<file path="src/rtl/acia_host.sv">
// acia_host: command/response bus master for the CPU-side register port of a 6551 ACIA.
// Handles raw register reads/writes and status-polled TX/RX byte transfers.
// Optional feature: define ACIA_HOST_TIMEOUT_EN to bound the number of status polls
// per polled op to TIMEOUT_POLLS; otherwise polling continues indefinitely.
module acia_host #(
    parameter int unsigned ACCESS_CYCLES = 2,
    parameter int unsigned TIMEOUT_POLLS = 255
) (
    input  logic       PHI2,
    input  logic       RESET,
    input  logic       CMD_VALID,
    output logic       CMD_READY,
    input  logic [1:0] CMD_OP,
    input  logic [1:0] CMD_RS,
    input  logic [7:0] CMD_DATA,
    output logic       RSP_VALID,
    output logic [7:0] RSP_DATA,
    output logic       RSP_ERR,
    output logic       CS,
    output logic       RWN,
    output logic [1:0] RS,
    output logic [7:0] DATAOUT,
    input  logic [7:0] DATAIN
);

    // Elaboration-time guard on the legal parameter ranges.
    if (ACCESS_CYCLES < 1 || ACCESS_CYCLES > 15 || TIMEOUT_POLLS < 1 || TIMEOUT_POLLS > 65535)
    begin : g_bad_param
        $error("acia_host: parameter out of range");
    end

    localparam logic [3:0] LAST_CYCLE = 4'(ACCESS_CYCLES - 1);
    localparam logic [1:0] RS_DATA    = 2'b00;
    localparam logic [1:0] RS_STATUS  = 2'b01;

    // DONE is folded into RECOVER: the response pulse is issued in the final RECOVER cycle.
    typedef enum logic [1:0] {IDLE, ACCESS, RECOVER} state_t;

    state_t     state;
    logic [1:0] op;          // latched CMD_OP; op[1] = polled, op[0] = read
    logic [7:0] data_lat;
    logic [3:0] cnt;         // cycles elapsed in the current access
    logic       data_phase;  // polled op has seen its flag and is on the data access
    logic       finish;      // current RECOVER is the last one of the command
    logic       flag;

    // TDRE (bit 4) for TX, RDRF (bit 3) for RX.
    assign flag = op[0] ? DATAIN[3] : DATAIN[4];

`ifdef ACIA_HOST_TIMEOUT_EN
    localparam logic [15:0] POLL_LIMIT = 16'(TIMEOUT_POLLS);
    logic [15:0] polls;
`else
    assign RSP_ERR = 1'b0;
`endif

    // Single FSM: all bus and response outputs are registered.
    always_ff @(posedge PHI2) begin
        if (RESET) begin
            state      <= IDLE;
            CMD_READY  <= 1'b0;
            CS         <= 1'b1;
            RWN        <= 1'b1;
            RS         <= 2'b00;
            DATAOUT    <= 8'h00;
            RSP_VALID  <= 1'b0;
            RSP_DATA   <= 8'h00;
            op         <= 2'b00;
            data_lat   <= 8'h00;
            cnt        <= 4'd0;
            data_phase <= 1'b0;
            finish     <= 1'b0;
`ifdef ACIA_HOST_TIMEOUT_EN
            RSP_ERR    <= 1'b0;
            polls      <= 16'd0;
`endif
        end else begin
            RSP_VALID <= 1'b0;
            unique case (state)
                IDLE: begin
                    if (CMD_VALID && CMD_READY) begin
                        CMD_READY  <= 1'b0;
                        op         <= CMD_OP;
                        data_lat   <= CMD_DATA;
                        cnt        <= 4'd0;
                        data_phase <= 1'b0;
                        finish     <= 1'b0;
`ifdef ACIA_HOST_TIMEOUT_EN
                        polls      <= 16'd0;
`endif
                        state      <= ACCESS;
                        CS         <= 1'b0;
                        if (CMD_OP[1]) begin
                            RS      <= RS_STATUS;
                            RWN     <= 1'b1;
                            DATAOUT <= 8'h00;
                        end else begin
                            RS      <= CMD_RS;
                            RWN     <= CMD_OP[0];
                            DATAOUT <= CMD_OP[0] ? 8'h00 : CMD_DATA;
                        end
                    end else begin
                        CMD_READY <= 1'b1;
                    end
                end

                ACCESS: begin
                    if (cnt == LAST_CYCLE) begin
                        cnt     <= 4'd0;
                        CS      <= 1'b1;
                        RWN     <= 1'b1;
                        DATAOUT <= 8'h00;
                        state   <= RECOVER;
                        if (!op[1] || data_phase) begin
                            // Raw access or polled data access: respond now.
                            finish    <= 1'b1;
                            RSP_VALID <= 1'b1;
`ifdef ACIA_HOST_TIMEOUT_EN
                            RSP_ERR   <= 1'b0;
`endif
                            if (RWN) begin
                                RSP_DATA <= DATAIN;
                            end
                        end else if (flag) begin
                            data_phase <= 1'b1;
                            finish     <= 1'b0;
`ifdef ACIA_HOST_TIMEOUT_EN
                        end else if (polls + 16'd1 == POLL_LIMIT) begin
                            polls     <= polls + 16'd1;
                            finish    <= 1'b1;
                            RSP_VALID <= 1'b1;
                            RSP_ERR   <= 1'b1;
                            RSP_DATA  <= DATAIN;
                        end else begin
                            polls  <= polls + 16'd1;
                            finish <= 1'b0;
                        end
`else
                        end else begin
                            finish <= 1'b0;
                        end
`endif
                    end else begin
                        cnt <= cnt + 4'd1;
                    end
                end

                RECOVER: begin
                    if (finish) begin
                        state     <= IDLE;
                        CMD_READY <= 1'b1;
                    end else begin
                        state <= ACCESS;
                        CS    <= 1'b0;
                        if (data_phase) begin
                            RS      <= RS_DATA;
                            RWN     <= op[0];
                            DATAOUT <= op[0] ? 8'h00 : data_lat;
                        end else begin
                            RS      <= RS_STATUS;
                            RWN     <= 1'b1;
                            DATAOUT <= 8'h00;
                        end
                    end
                end

                default: begin
                    state <= IDLE;
                    CS    <= 1'b1;
                end
            endcase
        end
    end

endmodule

</file>
<file path="config.mk">
export PLATFORM = sky130hd
export DESIGN_NAME = acia_host
export DESIGN_NICKNAME = d
export VERILOG_FILES = /design/src/rtl/acia_host.sv
export SDC_FILE = /design/constraint.sdc
export NUM_CORES = 1
export LEC_CHECK = 0
export BUFFER_PORTS_ARGS = -buffer_cell sky130_fd_sc_hd__buf_2
export CAP_MARGIN = 15
export CORE_MARGIN = 1.5
export CORE_UTILIZATION = 47
export CTS_BUF_LIST = sky130_fd_sc_hd__clkbuf_16
export DETAILED_ROUTE_END_ITERATION = 10
export PLACE_DENSITY = 0.79
export SLEW_MARGIN = 0
export SYNTH_ARGS = -nofsm -noshare
export SYNTH_HDL_FRONTEND = slang
export SYNTH_SLANG_ARGS = --single-unit
</file>
<file path="constraint.sdc">
create_clock -name PHI2 -period 1.9 [get_ports PHI2]
set_input_delay 0.19 -clock PHI2 [delete_from_list [all_inputs] [get_ports PHI2]]
set_output_delay 0.19 -clock PHI2 [all_outputs]
set_load 0.05 [all_outputs]
</file>
After elaboration in Yosys (flattened, before gate mapping)
Index checks and enable logic that the tools add are counted.
{"block": "totals", "inputBits": 23, "register_bits": 40, "output_inout_bits": 23, "wordCells": 83}
{"block": "op_classes", "muxes": 40, "n_reduce_logical": 18, "n_bitwise": 2, "n_addsub": 1, "eq_ne": 9}
{"cell": "two-way mux 8 bit", "count": 7}
{"cell": "case mux 8 bit (3 select lines)", "count": 1}
{"cell": "two-way mux 1 bit", "count": 17}
{"cell": "!= test 2 bit (second input constant)", "count": 6}
{"cell": "two-way mux 2 bit", "count": 5}
{"cell": "AND reduction 3 bit", "count": 3}
{"cell": "two-way mux 4 bit", "count": 2}
{"cell": "case mux 4 bit (2 select lines)", "count": 1}
{"cell": "AND reduction 2 bit", "count": 4}
{"cell": "AND reduction 4 bit", "count": 2}
{"cell": "case mux 1 bit (2 select lines)", "count": 3}
{"cell": "case mux 1 bit (3 select lines)", "count": 2}
{"cell": "case mux 2 bit (3 select lines)", "count": 1}
{"cell": "AND reduction 5 bit", "count": 1}
{"cell": "adder 4 x 1 -> 4 bit (second input constant)", "count": 1}
{"cell": "equality test 4 x 1 -> 1 bit (second input constant)", "count": 1}
{"cell": "case mux 2 bit (2 select lines)", "count": 1}
{"cell": "nonzero test 2 bit", "count": 2}
{"cell": "nonzero test 3 bit", "count": 1}
{"cell": "OR reduction 3 bit", "count": 1}
{"cell": "equality test 2 x 1 -> 1 bit (second input constant)", "count": 1}
{"cell": "equality test 2 bit (second input constant)", "count": 1}
{"cell": "logical NOT 2 bit", "count": 1}
{"cell": "NOT 1 bit", "count": 2}
{"cell": "3 further kinds", "count": 3}

Longest topological paths before layout
Gate-level depths: netlist of run 1.
{"block": "logic_depth", "depth_word": 5, "mapped_depth": 7}

Worst setup path after synthesis of run 1
No wires, ideal clock.
{"block": "synth_timing", "path_type": "flip-flop to flip-flop", "startpoint": "register CMD_READY", "endpoint": "register RS[1]", "arrival_ns": 1.866, "slack_ns": -0.037, "t_required_ns": 1.829, "synth_period_minus_slack_ns": 1.937, "path_stages_with_launch": 5, "n_path_buf": 0, "cell_sequence": "dfxtp_1 -> a21boi_1 -> or3_4 -> or4b_1 -> a21oi_1"}
{"block": "synth_via", "elab_chain_len": 3}
{"element": "from (decl)", "line": "12", "source": "output logic CMD_READY,"}
{"element": "from (signal assigned)", "line": "61", "source": "CMD_READY <= 1'b0;"}
{"element": "from (signal assigned)", "line": "82", "source": "CMD_READY <= 1'b0;"}
{"element": "from (signal assigned)", "line": "103", "source": "CMD_READY <= 1'b1;"}
{"element": "logical AND 1 bit", "line": "81", "source": "if (CMD_VALID && CMD_READY) begin"}
{"element": "!= test 2 bit (no source line)"}
{"element": "AND reduction 3 bit (no source line)"}
{"element": "to (signal assigned)", "line": "64", "source": "RS <= 2'b00;"}
{"element": "to (signal assigned)", "line": "94", "source": "RS <= RS_STATUS;"}
{"element": "to (signal assigned)", "line": "98", "source": "RS <= CMD_RS;"}
{"element": "to (decl)", "line": "21", "source": "output logic [1:0] RS,"}
No other way between the ends.
A chain may end at the register's enable or synchronous reset.

Worst setup path after layout of run 1
{"block": "layout_timing", "startpoint": "register state[1]", "endpoint": "register RS[1]"}
{"block": "layout_via", "elab_chain_len": 3, "elab_cells_between_ends": 7, "classes_between": "eq/ne (3); mux (1); reduce/logical (3)"}
{"element": "from (decl)", "line": "39", "source": "state_t state;"}
{"element": "from (signal assigned)", "line": "60", "source": "state <= IDLE;"}
{"element": "from (signal assigned)", "line": "91", "source": "state <= ACCESS;"}
{"element": "from (signal assigned)", "line": "113", "source": "state <= RECOVER;"}
{"element": "equality test 2 bit or logical NOT 2 bit (tied branches)", "line": "79", "source": "unique case (state)"}
{"element": "!= test 2 bit (no source line) or nonzero test 2 bit (tied branches)"}
{"element": "AND reduction 3 bit (no source line)"}
Several ways; a longest one is shown, not always the timed one.

==> metrics.md, run 1 <==
| Metric | Value |
|---|---|
| Root buf cell | clkbuf_16 |
| Fmax | 0.548 GHz |
| Via count | approximately 1,700 |
| Synth Net Count | 236 |
| Setup CP Type | reg2reg |
| Final setup vio count | 0 |
| Placed wire-length estimate | a little over 3 mm |
| Setup crit start kind | register |
| Area grow syn2layout | 29.1% |
| Critical path endpoint category | register |
| Leakage | a little over 0.001 uW |
| Total CTS buffers | 5 |
| Post-Synthesis Cell Area | 1820 sq um |
| Reg2reg end | RS[1] |
| Sequential element share of the synthesized area | 44.1% |
| Pin count of the biggest net entering global routing | 25 |
| Design Area, Final | roughly 2300 sq um |
| CP cell instances | inv_1, ha_2, a21boi_1, or3_4, or4b_1, a21oi_1 |
| Diode count | 0 |
| Cell Area, Placed | 2180 sq um |
| Crit path time final | around 1.8 ns |
| Vias in the first global route | 1,594 |
| CP endpoint | RS[1] |
| Row count | 22 |
| Power, Total | between 3000 and 4000 uW |
| Area of the core | 3690 sq um |
| DRC viols | 0 |
| GPL Wtd Cong | 0.916 |
| Post-CTS Hold Fix Bufs | 0 |
| I/O pin count | 46 |
| Die width | roughly 65 um |
| Fraction of layout cells with a size suffix above 1 | 31.1% |
| Synth area leaders | dfxtp_1 (44%), nand2_1 (6.0%), mux2i_1 (5.5%) |
| Hold depth | 3 |
| Clock skew | 0.00531 ns |
| Drt first pass iters | 4 |
| Worst r2r src | state[1] |
| Tightest Hold Check Type | in2reg |
| Total grt overflow | 0 |
| Final hold vios | 0 |
| Final core utilization | 63.6% |
| CTS tree | done |
| Synthesized flop and latch total | 40 |
| Clk_lat worst skew | about 0.29 ns |
| Die ar. | about 4200 sq um |
| H-tree depth | 2 |
| WL final | approximately 4.3 mm |
| Register-to-Register Path Depth | 6 |
| Routed len/inst | roughly 14 um |
| Largest fanout on the critical path | 5 |
| CP startpoint | state[1] |
| Cells after synthesis | between 200 and 250 |
| Die height | 65.2 um |
| Initial Utilization | just under 50% |
| Netlist cell types | 39 |
| Post-synth top area share | between 40% and 50% |
| Max VDD drop | a little over 0.0007 V |
| Fillers | 328 |
| Pins Over Slew Limit | 0 |
| Post-synth EDFFs | 0 |
| I/O Buffers | 44 |
| Clock Sinks | 40 |
| Dominant synthesized flop cell | dfxtp_1 |
| Post-CTS Setup Repair Bufs | 0 |
| Antenna violations before repair | 0 |
| Max_cap viols | 0 |
| Worst-path cell with the longest stage delay | or4b_1 |
| Largest area contributor in the netlist | dfxtp_1 |
| Initial DRC Count | 94 |
| Nets@finish | around 290 |
| Cell area power density | about 1500 nW/um^2 |
| Total global-route track usage | 21.9% |
| Asr flop ratio synth | 0% |
| RSZ-0062 raised after global routing | no |
| Maximum root-to-sink buffer count | 2 |
| Vias per cell | about 5.5 |
| First-pass GRT wire length | between 7 and 8 mm |
| Final ANT Viol Nets | 0 |
| Status | complete, no violations |
| Max stage delay on crit path | 0.47 ns |
| Clk slew on worst S/H paths | approximately 0.06 ns |
| CP required | between 2 and 2.5 ns |
| Fin crit share | between 90% and 100% |
| Synthesis Warnings | 0 |
| Synthesized area per cell | roughly 8.8 sq um |
| R2R setup slack | approximately 0.075 ns |
| Critical Path AT | about 2 ns |
-- worst min path at each step --
| stage | endpoint | start | slack (ns) |
|---|---|---|---|
| 3_5_place_dp | RSP_DATA[0] | DATAIN[0] | 0.44 |
| 2_1_floorplan | CMD_READY | CMD_VALID | 0.29 |
| 4_1_cts | RSP_DATA[0] | DATAIN[0] | 0.14 |
| 6_report | RSP_DATA[1] | DATAIN[1] | 0.14 |
| 3_3_place_gp | RSP_DATA[1] | DATAIN[1] | 0.42 |
| 5_1_grt | RSP_DATA[0] | DATAIN[0] | 0.13 |
-- layout make-up --
cell class | count | area [sq um] | area share, %
Multi-Input combinational cell | 151 | 978 | 41.7
Tap cell | 48 | 60.1 | 2.56
Clock inverter | 2 | 12.5 | 0.534
Timing Repair Buffer | 60 | 340 | 14.5
Sequential cell | 40 | 806 | 34.4
Clock buffer | 5 | 125 | 5.34
Inverter | 6 | 22.5 | 0.961
-- cells in the mapped netlist, types with 3 or more instances --
cell type	n
or4b_1	3
nand3_1	3
a211o_1	3
inv_1	5
ha_1	6
clkbuf_1	7
a21oi_1	18
o21ai_1	3
dfxtp_1	40
nand2_1	29
nor2_1	24
a221oi_1	8
nor3_1	14
mux2i_1	10
-- stage by stage --
stage	setup slack (ns)	hold WS, ns	std cells	TNS (ns)
finish	0.0749	0.136	312	0
global route	0.00334	0.134	312	0
CTS	0.0143	0.138	312	0
detailed placement	-0.144	0.439	305	-1.03
global placement	-0.0239	0.418	305	-0.156
floorplan	0.0218	0.291	207	0
-- routing by layer --
layer | vias up | part of all wire, % | track usage [%]
li1 | 852 | - | -
met1 | 785 | 47 | 25.7
met2 | 53 | 45 | 35.6
met3 | 12 | 5.9 | 8.05
met4 | 0 | 2.1 | 9.64
met5 | - | 0 | 0
-- worst max-delay path, delay by kind of cell (launching register included) --
kind,cells,cell delay (ns)
flops,1,0.37
buf+inv,1,0.07
compound gates,2,0.28
simple gates,2,0.86
fa+ha+maj,1,0.18
-- timing repair --
item	in CTS	in global routing
endpoints found under the setup margin	9	8
pin swaps	0	2
resized for setup	5	3
endpoints found under the hold margin	0	0
-- cell families (layout without fill, tap and decap cells) --
group / after synthesis / in the layout / synth area share (%)
simple gates: 84 / 84 / 22.5
fa+ha+maj: 6 / 6 / 4.13
buf+inv: 16 / 73 / 3.65
other cells: 1 / 1 / 0.206
flops: 40 / 40 / 44.1
mux: 12 / 12 / 6.75
compound gates: 48 / 48 / 18.7
-- state kept, by name (all words and copies together) (netlist names) --
signal      flops
cnt             4
op              2
CMD_READY       1
RS              2
DATAOUT         8
data_lat        8
RSP_DATA        8
CS              1
data_phase      1
finish          1
RSP_VALID       1
RWN             1
state           2
-- layout by cell type, fill, tap and decap left out, drive strengths merged, types with 3 or more instances in the layout --
cell type / instances
ha: 6
buf: 60
o21ai: 5
nor3: 14
mux2i: 10
nand2: 29
dfxtp: 40
nand3: 3
a211o: 3
nor2: 24
a221oi: 8
or3: 3
a21oi: 18
or4b: 3
inv: 6
clkbuf: 5
-- where the power goes --
group | total [uW] | switching (uW) | leakage [uW] | internal (uW)
Sequential | 1130 | 115 | 0.000327 | 1010
Combinational | 1690 | 1070 | 0.000621 | 613
Clock | 807 | 331 | 0.0000657 | 476
Total | 3620 | 1520 | 0.00101 | 2100
Power figures use the tool's default switching activity.
==> run 2: changes to the inputs <==
--- a/config.mk
+++ b/config.mk
@@ -12,6 +12,7 @@
 export CTS_BUF_LIST = sky130_fd_sc_hd__clkbuf_16
 export DETAILED_ROUTE_END_ITERATION = 10
 export PLACE_DENSITY = 0.79
+export RECOVER_POWER = 50
 export SLEW_MARGIN = 0
 export SYNTH_ARGS = -nofsm -noshare
 export SYNTH_HDL_FRONTEND = slang
==> run 2 against run 1 <==
Utilization down 1.2 points. Fmax is 0.25% higher. Combinational power down 4%. Worst setup slack better by 0.0046 ns. Flip-flop and latch count is the same. Clock skew shrank 0.00064 ns. Largest cell class unchanged. Worst hold slack about the same. Sequential power is essentially flat. Largest power group unchanged. Clock power barely moved. Sequential share of layout area increased by 0.63 points.
==> metrics.md, run 2 (synthesis results as in run 1) <==
| Metric | Value |
|---|---|
| Status | complete, no violations |
| Power, Total | 3560 uW (-1.6%) |
| Fraction of layout cells with a size suffix above 1 | 21.2% (-9.8 points) |
| Setup CP Type | reg2reg |
| I/O Buffers | 44 (unchanged) |
| Maximum root-to-sink buffer count | 2 (unchanged) |
| GPL Wtd Cong | 0.916 (unchanged) |
| Crit path time final | 1.82 ns (-0.00461 ns) |
| Most frequent cells in the layout | dfxtp_1 (38), nand2_1 (29), clkbuf_1 (26) |
| Vias in the first global route | 1,594 (unchanged) |
| Routed len/inst | 13.9 um (+0.46%) |
| Critical path endpoint category | register |
| Slew headroom | 59.4% |
| Cell Area, Placed | 2180 sq um (unchanged) |
| Cell area power density | 1550 nW/um^2 (+0.25%) |
| Area of the multi-input gates | 978 sq um (unchanged) |
| Sw Ratio | 42.7% (+0.75 points) |
| P_sw | 1520 uW (+0.19%) |
| Fin crit share | 95.8% (-0.24 points) |
| Tightest Pin Transition | slightly above 0.6 ns |
| Via count | 1,692 (-0.59%) |
| Design Area, Final | 2300 sq um (-1.8%) |
| Row count | 22 (unchanged) |
| Commonest non-fill, non-tap cell in the layout | dfxtp_1 |
| P_int | 2040 uW (-2.8%) |
| Nets@finish | 293 (unchanged) |
| Diode count | 0 (unchanged) |
| Pin count of the biggest net entering global routing | 25 (unchanged) |
| Fillers | 340 (+3.7%) |
| Initial Utilization | 49.3% (unchanged) |
| Total global-route track usage | 21.9% (unchanged) |
| Critical Path AT | 2.04 ns (about the same) |
| Die height | 65.2 um (unchanged) |
| Part of the power in registers | 31.7% (+0.6 points) |
| Placed wire-length estimate | 3.02 mm (unchanged) |
| Max_cap viols | 0 (unchanged) |
| RSZ-0062 raised after global routing | no |
| CP required | 2.11 ns (about the same) |
| Pins Over Slew Limit | 0 (unchanged) |
| Clk network pwr share | 22.6% (+0.3 points) |
| Fmax | 0.549 GHz (+0.25%) |
| Combinational share of power | 45.6% (-1.0 points) |
| Total CTS buffers | 5 (unchanged) |
| Final hold vios | 0 (unchanged) |
| Post-CTS Hold Fix Bufs | 0 (unchanged) |
| WL final | 4.33 mm (+0.46%) |
| Die width | 65.2 um (unchanged) |
| Storage element area | 806 sq um (unchanged) |
| Leakage | 0.000912 uW (-10%) |
| Root buf cell | clkbuf_16 |
| I/O pin count | 46 (unchanged) |
| Max VDD drop | 0.000713 V (+0.42%) |
| Clock Sinks | 40 (unchanged) |
| Antenna violations before repair | 0 (unchanged) |
| Tightest Hold Check Type | in2reg |
| CTS tree | done |
| Total grt overflow | 0 (unchanged) |
| Initial DRC Count | 88 (-6.4%) |
| Largest fanout on the critical path | 5 (unchanged) |
| Post-CTS Setup Repair Bufs | 0 (unchanged) |
| Biggest regs | DATAOUT (8), RSP_DATA (8), data_lat (8) |
| Setup crit start kind | register |
| Final cell count without fillers | 312 (unchanged) |
| Drt first pass iters | 4 (unchanged) |
| Area of the core | 3690 sq um (unchanged) |
| Clk slew on worst S/H paths | 0.06 ns (about the same) |
| Placed insts | 305 (unchanged) |
| Die ar. | 4250 sq um (unchanged) |
| Final setup vio count | 0 (unchanged) |
| Area grow syn2layout | 26.7% |
| Clk_lat worst skew | 0.28 ns (about the same) |
| Final ANT Viol Nets | 0 (unchanged) |
| Clock skew | 0.00467 ns (-0.000641 ns) |
| Vias per cell | 5.42 (-0.59%) |
| First-pass GRT wire length | 7.04 mm (unchanged) |
| H-tree depth | 2 (unchanged) |
| DRC viols | 0 (unchanged) |
-- run 2: cell count changes in the layout (fill, tap and decap cells not counted), sizes merged --
cell,change
clkbuf,+26
buf,-26
-- run 2: repair_timing --
action	4_1_cts	5_1_grt
resized for setup	5	3
pin swaps	0	2
setup endpoints to repair	9	8
endpoints found under the hold margin	0	0
-- run 2: through the flow --
stage          setup TNS, ns  hold WS, ns  util [%]  setup slack [ns]
2_1_floorplan              0        0.291         -            0.0218
6_report                   0        0.136      62.4            0.0795
3_5_place_dp           -1.03        0.439      59.0            -0.144
3_3_place_gp          -0.156        0.418      59.0           -0.0239
4_1_cts                    0        0.138      63.1            0.0143
5_1_grt                    0        0.134      62.4           0.00316
-- run 2: power by group through the flow --
stage / logic (uW) / registers, uW / clock network (uW)
3_3_place_gp: 1620 / 1130 / 0
4_1_cts: 1660 / 1130 / 810
3_5_place_dp: 1650 / 1140 / 0
6_report: 1630 / 1130 / 807
5_1_grt: 1770 / 1160 / 865
2_1_floorplan: 784 / 1530 / 0
-- run 2: worst paths after layout --
kind / from / endpoint / slack (ns) / depth (start not counted)
max: state[1] / RS[1] / 0.08 / 6
min: DATAIN[1] / RSP_DATA[1] / 0.14 / 3
max reg2reg: state[1] / RS[1] / 0.08 / 6
min reg2reg: RS[0] / RS[0] / 0.45 / 2
-- run 2: cell type report --
type / count / area share (%)
clock inverters: 2 / 0.543
well taps: 48 / 2.61
multi-input cells: 151 / 42.5
inverters: 6 / 0.978
flip-flops and latches: 40 / 35.0
clock buffers: 5 / 5.43
repair buffers: 60 / 12.9
-- run 2: metal layers --
layer | part of all wire (%) | track usage [%] | up-vias
li1 | - | - | 851
met1 | 46 | 25.7 | 776
met2 | 47 | 35.6 | 55
met3 | 5.7 | 8.05 | 10
met4 | 2.1 | 9.64 | 0
met5 | 0 | 0 | -
-- run 2: critical path: stages (launching register included) --
cell and delay (ns):
dfxtp_4 0.37, inv_1 0.07, ha_2 0.18, a21boi_1 0.15, or3_4 0.39, or4b_1 0.47
a21oi_1 0.13
==> run 3: changes to the inputs <==
--- a/config.mk
+++ b/config.mk
@@ -7,7 +7,7 @@
 export LEC_CHECK = 0
 export BUFFER_PORTS_ARGS = -buffer_cell sky130_fd_sc_hd__buf_2
 export CAP_MARGIN = 15
-export CORE_MARGIN = 1.5
+export CORE_MARGIN = 2
 export CORE_UTILIZATION = 47
 export CTS_BUF_LIST = sky130_fd_sc_hd__clkbuf_16
 export DETAILED_ROUTE_END_ITERATION = 10
==> run 3 against run 2 <==
Clock skew is 0.00063 ns lower. First-iteration DRC count is 45% higher. Sequential power hardly changed. Clock power is 2% higher. Global-route usage is 0.67 points lower. Largest cell class unchanged. Critical endpoint unchanged.
==> metrics.md, run 3 (synthesis results as in run 1) <==
| Metric | Value |
|---|---|
| Status | complete, no violations |
| Clock skew | 0.00404 ns (-0.000630 ns) |
| Root buf cell | clkbuf_16 |
| WL final | 4.34 mm (+0.16%) |
| Final hold vios | 0 (unchanged) |
| Fraction of layout cells with a size suffix above 1 | 24.1% (+2.8 points) |
| Area of the core | 3690 sq um (unchanged) |
| RSZ-0062 raised after global routing | no |
| CP cell instances | inv_4, ha_1, and2_1, or3_4, or4b_4, a21oi_2 |
| I/O Buffers | 44 (unchanged) |
| Die height | 66.2 um (+1.5%) |
| Setup crit start kind | register |
| Fillers | 332 (-2.4%) |
| Power, Total | 3620 uW (+1.5%) |
| Vias per cell | 5.41 (-0.23%) |
| Nets@finish | 294 (+0.34%) |
| Tightest Pin Transition | 0.625 ns (+0.0126 ns) |
| Clk slew on worst S/H paths | 0.06 ns (about the same) |
| Max stage delay on crit path | 0.52 ns (+0.05 ns) |
| Critical Path AT | 2.06 ns (+0.02 ns) |
| Tightest Hold Check Type | in2reg |
| Leakage | 0.000937 uW (+2.8%) |
| CTS tree | done |
| Antenna violations before repair | 0 (unchanged) |
| I/O pin count | 46 (unchanged) |
| Final worst setup slack | 0.0608 ns (-0.0188 ns) |
| Drt first pass iters | 4 (unchanged) |
| Storage element area | 807 sq um (+0.16%) |
| Crit path time final | 1.84 ns (+0.0188 ns) |
| Initial Utilization | 49.3% (unchanged) |
| Final ANT Viol Nets | 0 (unchanged) |
| Area of the multi-input gates | 987 sq um (+0.90%) |
| Buf+Inv Stages, Crit Path | 1 (unchanged) |
| Clock Sinks | 40 (unchanged) |
| Initial DRC Count | 128 (+45%) |
| Largest fanout on the critical path | 4 (-1) |
| First-pass GRT wire length | 6.92 mm (-1.7%) |
| Cell area power density | 1550 nW/um^2 (-0.15%) |
| Fin crit share | 96.8% (+0.99 points) |
| Total CTS buffers | 5 (unchanged) |
| DRC viols | 0 (unchanged) |
| Routed len/inst | 13.8 um (-0.48%) |
| Area grow syn2layout | 28.8% |
| Die width | 66.2 um (+1.5%) |
| GPL Wtd Cong | 0.874 (-4.5%) |
| Row count | 22 (unchanged) |
| Max VDD drop | 0.000724 V (+1.5%) |
| H-tree depth | 2 (unchanged) |
| Vias in the first global route | 1,524 (-4.4%) |
| Max_cap viols | 0 (unchanged) |
| Die ar. | 4380 sq um (+3.1%) |
| Pin count of the biggest net entering global routing | 32 (+28%) |
| CP required | 2.12 ns (about the same) |
| Via count | 1,699 (+0.41%) |
| Pre-CTS setup slack | -0.172 ns (-0.0288 ns) |
| Setup CP Type | reg2reg |
| Commonest non-fill, non-tap cell in the layout | dfxtp_1 |
| Post-CTS Hold Fix Bufs | 0 (unchanged) |
| Fin Setup TNS | 0 ns (unchanged) |
| Worst-path cell with the longest stage delay | or4b_4 |
| Most frequent cells in the layout | dfxtp_1 (37), nand2_1 (29), nor2_1 (24) |
| Total grt overflow | 0 (unchanged) |
| Slew headroom | 58.5% (-0.83 points) |
| CP delay by family, top | simple AND/OR/NAND/NOR gates |
| Maximum root-to-sink buffer count | 2 (unchanged) |
| Final setup vio count | 0 (unchanged) |
| Placed wire-length estimate | 3.07 mm (+1.5%) |
| Fmax | 0.544 GHz (-1.0%) |
| Biggest regs | DATAOUT (8), RSP_DATA (8), data_lat (8) |
| Min Hold Slack | 0.132 ns (-0.00352 ns) |
| Diode count | 0 (unchanged) |
| Pins Over Slew Limit | 0 (unchanged) |
| Clk_lat worst skew | 0.29 ns (about the same) |
| Total global-route track usage | 21.2% (-0.67 points) |
| Critical path endpoint category | register |
run 3: cell count changes in the layout (fill, tap and decap cells not counted), sizes merged:
cell	delta
clkbuf	-2
clkinvlp	-1
clkinv	+2
buf	+3
run 3: worst reg2reg max path, stage by stage (launching register included):
cell,delay (ns)
dfxtp_2,0.36
inv_4,0.06
ha_1,0.21
and2_1,0.16
or3_4,0.33
or4b_4,0.52
a21oi_2,0.15
run 3: what timing repair did:
| item | 4_1_cts | 5_1_grt |
|---|---|---|
| setup buffers | 0 | 1 |
| setup endpoints to repair | 9 | 7 |
| gates resized for setup | 7 | 6 |
| pin swaps | 2 | 2 |
| endpoints found under the hold margin | 0 | 0 |
| cloned | 0 | 0 |
run 3: final timing paths:
check / from / to / slack (ns) / depth (start not counted)
setup / recovery: state[0] / RS[1] / 0.06 / 6
hold / removal: DATAIN[2] / RSP_DATA[2] / 0.13 / 3
setup reg to reg: state[0] / RS[1] / 0.06 / 6
hold reg to reg: RS[0] / RS[0] / 0.45 / 2
run 3: area by class of cell:
| class | instances | share of cell area (%) |
|---|---|---|
| multi-input combinational | 151 | 42.2 |
| sequential | 40 | 34.5 |
| timing repair buffer | 61 | 13.4 |
| clock buffer | 5 | 5.35 |
| tap | 48 | 2.57 |
| inverter | 6 | 1.18 |
| clock inverter | 3 | 0.802 |
run 3: stage by stage:
stage / instance area [sq um] / std cells / util (%)
after floorplan: 1820 / 207 / -
after global placement: 2180 / 305 / 59.0
after detailed placement: 2180 / 305 / 59.0
after CTS: 2340 / 313 / 63.4
after global routing: 2340 / 314 / 63.4
final: 2340 / 314 / 63.4
run 3: per-layer routing:
metal / vias to the layer above / share of wire (%) / routed length [um] / track usage, %
li1: 857 / - / - / -
met1: 777 / 44 / 1910 / 26.5
met2: 58 / 47 / 2020 / 33.0
met3: 7 / 8.1 / 350 / 7.50
met4: 0 / 1.3 / 57 / 8.67
met5: - / 0 / 0 / 0
run 3: report_power, final:
| part | leakage, uW | internal (uW) | total (uW) | switching (uW) |
|---|---|---|---|---|
| clock | 0.0000736 | 483 | 824 | 340 |
| sequential | 0.000327 | 1010 | 1140 | 122 |
| combinational | 0.000536 | 573 | 1660 | 1080 |
